**config.mk**
```make
export PLATFORM = sky130hd
export DESIGN_NAME = pipeline_ctrl
export DESIGN_NICKNAME = d
export VERILOG_FILES = /design/src/rtl/cpu_pkg.sv /design/src/rtl/sat_counter.sv /design/src/rtl/pipeline_ctrl.sv
export SDC_FILE = /design/constraint.sdc
export NUM_CORES = 1
export LEC_CHECK = 0
export BUFFER_PORTS_ARGS = -buffer_cell sky130_fd_sc_hd__buf_2
export CAP_MARGIN = 10
export CORE_MARGIN = 8
export CORE_UTILIZATION = 53
export CTS_CLUSTER_DIAMETER = 150
export DETAILED_ROUTE_END_ITERATION = 7
export HOLD_SLACK_MARGIN = 0.02
export PLACE_DENSITY = 0.8
export SYNTH_ARGS = -nofsm -noshare
export SYNTH_HDL_FRONTEND = slang
export SYNTH_SLANG_ARGS = --single-unit
```
**constraint.sdc**
```tcl
create_clock -name clk -period 2.6 [get_ports clk]
set_input_delay 0.52 -clock clk [delete_from_list [all_inputs] [get_ports clk]]
set_output_delay 0.52 -clock clk [all_outputs]
set_load 0.02 [all_outputs]
```
**src/rtl/cpu_pkg.sv**
```systemverilog
// Shared pipeline-control types: controller FSM states and ALU operand-source codes.
// Pure declarations; no logic or latency of its own.
package cpu_pkg;

    typedef enum logic [1:0] {
        RUN   = 2'd0,
        DRAIN = 2'd1,
        HALT  = 2'd2
    } state_t;

    localparam logic [1:0] FWD_RF  = 2'b00;
    localparam logic [1:0] FWD_MEM = 2'b01;
    localparam logic [1:0] FWD_WB  = 2'b10;

    function automatic logic [1:0] fwd_sel(input logic mem_hit, input logic wb_hit);
        if (mem_hit)     return FWD_MEM;
        else if (wb_hit) return FWD_WB;
        else             return FWD_RF;
    endfunction

endpackage

```
**src/rtl/sat_counter.sv**
```systemverilog
// Saturating up-counter, increments by one per cycle with inc=1, holds at all-ones.
// Output is registered; the increment never backpressures.
module sat_counter #(
    parameter int W = 32
) (
    input  logic         clk,
    input  logic         arst_n,
    input  logic         inc,
    output logic [W-1:0] cnt
);

    logic [W-1:0] r_cnt;

    always_ff @(posedge clk or negedge arst_n) begin
        if (!arst_n) begin
            r_cnt <= '0;
        end else if (inc && (r_cnt != '1)) begin
            r_cnt <= r_cnt + W'(1);
        end
    end

    assign cnt = r_cnt;

endmodule

```
**src/rtl/pipeline_ctrl.sv**
```systemverilog
// 5-stage pipeline hazard/forward/flush controller with drain FSM and perf counters.
// Hazard, forward and flush outputs are combinational; drained and counters are registered.
module pipeline_ctrl
    import cpu_pkg::*;
#(
    parameter int REG_ADDR_W = 5,
    parameter int CNT_W      = 32,
    parameter int FWD_EN     = 1
) (
    input  logic                  clk,
    input  logic                  arst_n,
    input  logic                  enable,
    input  logic [REG_ADDR_W-1:0] id_rs1,
    input  logic [REG_ADDR_W-1:0] id_rs2,
    input  logic                  id_use_rs1,
    input  logic                  id_use_rs2,
    input  logic [REG_ADDR_W-1:0] ex_rd,
    input  logic [REG_ADDR_W-1:0] mem_rd,
    input  logic [REG_ADDR_W-1:0] wb_rd,
    input  logic                  ex_reg_write,
    input  logic                  mem_reg_write,
    input  logic                  wb_reg_write,
    input  logic                  ex_mem_read,
    input  logic                  redirect,
    input  logic                  drain_req,
    output logic                  pc_en,
    output logic                  if_id_en,
    output logic                  if_id_flush,
    output logic                  id_ex_flush,
    output logic                  ex_mem_flush,
    output logic [1:0]            fwd_a,
    output logic [1:0]            fwd_b,
    output logic                  drained,
    output logic [CNT_W-1:0]      stall_cnt,
    output logic [CNT_W-1:0]      flush_cnt,
    output logic [CNT_W-1:0]      retire_cnt
);

    state_t r_state;
    state_t w_state_nxt;
    logic   r_v_id, r_v_ex, r_v_mem, r_v_wb;
    logic   w_fetch_on, w_drained, w_drain_done;

    logic w_ex_a, w_ex_b, w_mem_a, w_mem_b, w_wb_a, w_wb_b;
    logic w_load_use, w_any_raw, w_stall, w_redirect_q, w_advance;

    // A source only hazards when both ends are live instructions and rd is not x0.
    assign w_ex_a  = r_v_id & id_use_rs1 & r_v_ex  & ex_reg_write  & (ex_rd  != '0) & (ex_rd  == id_rs1);
    assign w_ex_b  = r_v_id & id_use_rs2 & r_v_ex  & ex_reg_write  & (ex_rd  != '0) & (ex_rd  == id_rs2);
    assign w_mem_a = r_v_id & id_use_rs1 & r_v_mem & mem_reg_write & (mem_rd != '0) & (mem_rd == id_rs1);
    assign w_mem_b = r_v_id & id_use_rs2 & r_v_mem & mem_reg_write & (mem_rd != '0) & (mem_rd == id_rs2);
    assign w_wb_a  = r_v_id & id_use_rs1 & r_v_wb  & wb_reg_write  & (wb_rd  != '0) & (wb_rd  == id_rs1);
    assign w_wb_b  = r_v_id & id_use_rs2 & r_v_wb  & wb_reg_write  & (wb_rd  != '0) & (wb_rd  == id_rs2);

    assign w_load_use   = ex_mem_read & (w_ex_a | w_ex_b);
    assign w_any_raw    = w_ex_a | w_ex_b | w_mem_a | w_mem_b | w_wb_a | w_wb_b;
    assign w_stall      = (FWD_EN != 0) ? w_load_use : w_any_raw;
    assign w_redirect_q = redirect & r_v_mem;
    assign w_advance    = w_redirect_q | ~w_stall;

    assign fwd_a = (FWD_EN != 0) ? fwd_sel(w_mem_a, w_wb_a) : FWD_RF;
    assign fwd_b = (FWD_EN != 0) ? fwd_sel(w_mem_b, w_wb_b) : FWD_RF;

    // Redirect outranks a stall: the stalled instruction is squashed anyway.
    assign pc_en        = enable & w_fetch_on & w_advance;
    assign if_id_en     = enable & w_advance;
    assign if_id_flush  = enable & w_redirect_q;
    assign id_ex_flush  = enable & (w_redirect_q | w_stall);
    assign ex_mem_flush = enable & w_redirect_q;
    assign drained      = w_drained;

    // With fetch off, nothing refills; ID and EX drain forward and MEM can't be squashed.
    assign w_drain_done = ~(r_v_id | r_v_ex | r_v_mem);

    always_ff @(posedge clk or negedge arst_n) begin
        if (!arst_n) begin
            r_state <= RUN;
        end else if (enable) begin
            r_state <= w_state_nxt;
        end
    end

    always_comb begin
        w_state_nxt = r_state;
        w_fetch_on  = 1'b0;
        w_drained   = 1'b0;
        case (r_state)
            RUN: begin
                w_fetch_on = ~drain_req;
                if (drain_req) w_state_nxt = DRAIN;
            end
            DRAIN: begin
                if (w_drain_done) w_state_nxt = HALT;
            end
            HALT: begin
                w_drained = 1'b1;
                if (!drain_req) w_state_nxt = RUN;
            end
            default: w_state_nxt = RUN;
        endcase
    end

    always_ff @(posedge clk or negedge arst_n) begin
        if (!arst_n) begin
            r_v_id  <= 1'b0;
            r_v_ex  <= 1'b0;
            r_v_mem <= 1'b0;
            r_v_wb  <= 1'b0;
        end else if (enable) begin
            r_v_wb  <= r_v_mem;
            r_v_mem <= r_v_ex & ~w_redirect_q;
            r_v_ex  <= r_v_id & ~w_stall & ~w_redirect_q;
            r_v_id  <= w_redirect_q ? 1'b0 : (w_stall ? r_v_id : w_fetch_on);
        end
    end

    sat_counter #(.W(CNT_W)) u_stall_cnt (
        .clk    (clk),
        .arst_n (arst_n),
        .inc    (enable & w_stall & ~w_redirect_q),
        .cnt    (stall_cnt)
    );

    sat_counter #(.W(CNT_W)) u_flush_cnt (
        .clk    (clk),
        .arst_n (arst_n),
        .inc    (enable & w_redirect_q),
        .cnt    (flush_cnt)
    );

    sat_counter #(.W(CNT_W)) u_retire_cnt (
        .clk    (clk),
        .arst_n (arst_n),
        .inc    (enable & r_v_wb),
        .cnt    (retire_cnt)
    );

endmodule
```
==> results_dict.tcl <==
set metrics [dict create \
    grt_max_degree 46 \
    launching_point_of_the_worst_reg2reg_path "u_stall_cnt.cnt[0]" \
    detail_route.wl_per_cell_um 16.9 \
    core-area_um2 9680 \
    route.final.wire_length_mm 13.1 \
    termination_of_the_worst_setup_path "id_ex_flush" \
    synthDominantCellAreaShare_pct 48.6 \
    synth_top_family_by_area "simple AND/OR/NAND/NOR gates" \
    outcome "completed" \
    dieArea_um2 13400 \
    hp-class "primary input to asynchronous set/reset pin" \
    critical_path_class "primary input to primary output" \
    overall_global_routing_resource_usage_pct 19.8 \
    vias_in_the_first_global_route 4415 \
    synth_area_per_cell_um2 11.0 \
    r2r_cells 7 \
    detailedPlacementHpwl_mm 10.0 \
    timing.final.max_slew_violations 0 \
    min_period_ns 2.44 \
    clock_tree.htree_level_count 3 \
    utilization_pct 65.8 \
    postCtsHoldBufs 0 \
    synth_edf_count 0 \
    num_io_pins 142 \
    grt_overflow_total 0 \
    power_per_cell_area_nw_per_um2 515 \
    synthesis.nets 519 \
    worstMarginPinSlew_ns 0.941 \
    synth_top_cell_by_area "dfrtp_1" \
    yosys.area_share.xor_xnor_pct 20.5 \
    route.met3.wl_um 754 \
    area_delta_synth_final_pct 21.2 \
    clock_sink_count 102 \
    num-fill-cells 777 \
    worst_clock_skew_ns 0.0190 \
    antenna_violating_nets_post_route 0 \
    seq_cells_post_synth 102 \
    synth_commonest_cells "dfrtp_1, xnor2_1, nand3_1, nand4_1, nand2_1" \
    floorplan.die.width_um 116 \
    clk_pin_slew_worst_paths_ns 0.12 \
    setup.worst_path.end_class "primary output" \
    worst_ep_arrival_time_ns 1.92 \
    synthFlopType "dfrtp_1" \
    route.detailed.drc 0 \
    synth-adder-area-share_pct 0.714 \
    drt-initial-drc-count 243 \
    antenna-diode-count 0 \
    crit_required_ns 2.08 \
    final_worst_path_setup_slack_ns 0.162 \
    synthTopCellsByArea "dfrtp_1, xnor2_1, nand4_1" \
    postSynthCellCount 480 \
    crit_path_frequent_cell "buf_2" \
    synth-async-reset-ratio_pct 100 \
    ys.warnings.count 0 \
    wl_met2_mm 6.43 \
    finalCritPeriodShare_pct 93.8 \
    clock_insertion_delay_worst_skew_ns 0.37 \
    cts_made_buffers 9 \
    detailedRoute.firstPassIterationCount 5 \
    cp_slowest_stage_delay_ns 0.27 \
    p_leak_nw 3.18 \
    max_freq_ghz 0.410 \
    drt-met1-wl_mm 5.62 \
    max-clock-path-buffers 2 \
    report.final.hold_viol_count 0 \
    startpoint_type "primary input" \
    vdd.ir_drop.worst_mv 0.290 \
    drive_gt1_share_pct 31.6 \
    fin_cells 773 \
    initial_core_util_pct 54.3 \
    routed_via_density 5.58 \
    cpMaxStageDelayCell "o22a_2" \
    worstSetupStartpoint "id_rs1[1]" \
    routed.top_layer "met4" \
    yosys.cell_types.count 51 \
    r2r_setup_slack_ns 0.17 \
    post_synth_mux_area_share_pct 0.857 \
    relSlewSlack_pct 37.2 \
    gp_congestion 0.942 \
    std_cell_rows 36 \
    port-buffer-count 141 \
    maxCapViolations 0 \
    via_count 4311 \
    syn_area_um2 5260 \
    dp_cells 756 \
    share_of_synthesized_area_occupied_by_flip_flops_and_latches_pct 48.6 \
    critical_path.cell_chain "buf_2 -> xnor2_1 -> nand4_1 -> o22a_2 -> buf_4 -> nor2_2 -> a21oi_1 -> nor2_1 -> buf_2" \
    synth.most_common_cell "dfrtp_1" \
    synth-simple-area-share_pct 23.8 \
    critical_path_fanout_max 4 \
    final_net_count 674 \
    crit-reg2reg-capture "u_stall_cnt.cnt[12]" \
    place_ws_ns -0.0598 \
    timing.setup.tns_ns 0 \
    synth_compound_area_share_pct 3.19 \
    final-setup-viol-count 0 \
    cts_tree "yes" \
    die_height_um 116 \
    clockRootBuffer "clkbuf_8" \
    global_route_wire_length_before_repair_mm 21.5 \
    rsz0062_at_grt "false" \
    antenna_found_initial 0 \
]
-- worst max-delay path: cells and delay by family --
family	cells	cell delay [ns]
xor+xnor	1	0.19
simple gates	3	0.38
compound gates	2	0.33
buf+inv	3	0.49
-- power breakdown --
| part | switching (W) | internal, W | total (W) | leakage (nW) |
|---|---|---|---|---|
| clock network | 0.000606 | 0.000379 | 0.000985 | 0.0970 |
| logic | 0.000303 | 0.000205 | 0.000508 | 1.68 |
| registers | 0.000120 | 0.00167 | 0.00179 | 1.40 |
-- registers in the layout, summed over array words and instances (netlist names) --
register	flops
r_v_id	1
r_v_mem	1
u_stall_cnt.cnt	32
r_v_wb	1
u_retire_cnt.cnt	32
r_state	2
r_v_ex	1
u_flush_cnt.cnt	32
-- placed cells by master (no fill, tap or decap), types with 3 or more instances in the layout --
cell type	count
buf_2	140
dfrtp_1	101
xnor2_1	100
nand4_1	40
nand3_1	40
nand2_1	33
xor2_1	23
and3_1	22
buf_4	15
nor2_1	14
and4_1	13
clkbuf_8	9
inv_1	7
nor3_1	7
and2_1	5
o21ai_0	5
or4_1	4
nor4_1	4
a21oi_1	4
nand4_2	4
mux2_2	4
ha_1	3
-- per-layer routing --
metal / global-route usage (%) / vias up
li1: - / 2018
met1: 25.4 / 2118
met2: 32.8 / 147
met3: 3.34 / 28
met4: 7.62 / 0
met5: 0 / -
-- per-stage QoR --
stage / hold slack (ns) / power, W / cell area (um2)
after floorplan: 0.224 / 0.00209 / 5260
after global placement: 0.473 / 0.00231 / 6160
after detailed placement: 0.481 / 0.00233 / 6160
after CTS: 0.0732 / 0.00331 / 6360
after global routing: 0.0960 / 0.00346 / 6370
final: 0.0860 / 0.00328 / 6370
-- worst min-delay path by stage --
stage                             start                    to  slack, ns  cells past startpoint
floorplan                        arst_n            r_state[0]       0.22                      0
global placement    u_stall_cnt.cnt[18]   u_stall_cnt.cnt[18]       0.47                      1
detailed placement  u_flush_cnt.cnt[10]   u_flush_cnt.cnt[10]       0.48                      1
CTS                              arst_n  u_retire_cnt.cnt[25]       0.07                      1
global route                     arst_n  u_retire_cnt.cnt[27]        0.1                      1
finish                           arst_n    u_flush_cnt.cnt[4]       0.09                      1
-- layout make-up --
| cell class | instances | area, um2 | area share [%] |
|---|---|---|---|
| Timing Repair Buffer | 156 | 833 | 13.1 |
| Multi-Input combinational cell | 358 | 2590 | 40.7 |
| Tap cell | 133 | 166 | 2.61 |
| Inverter | 8 | 30.0 | 0.471 |
| Clock buffer | 9 | 124 | 1.94 |
| Clock inverter | 7 | 72.6 | 1.14 |
| Sequential cell | 102 | 2550 | 40.1 |
-- cell families (layout without fill, tap and decap cells) --
group           Yosys count  in the layout
fa+ha+maj                 3              3
xor+xnor                123            123
compound gates           21             22
mux                       4              4
simple gates            206            206
flops                   102            102
buf+inv                  21            180
-- repair_timing --
action | CTS | global route
endpoints found under the setup margin | 0 | 24
buffers inserted | 0 | 0
gates resized for setup | 0 | 2
Power figures use the tool's default switching activity.
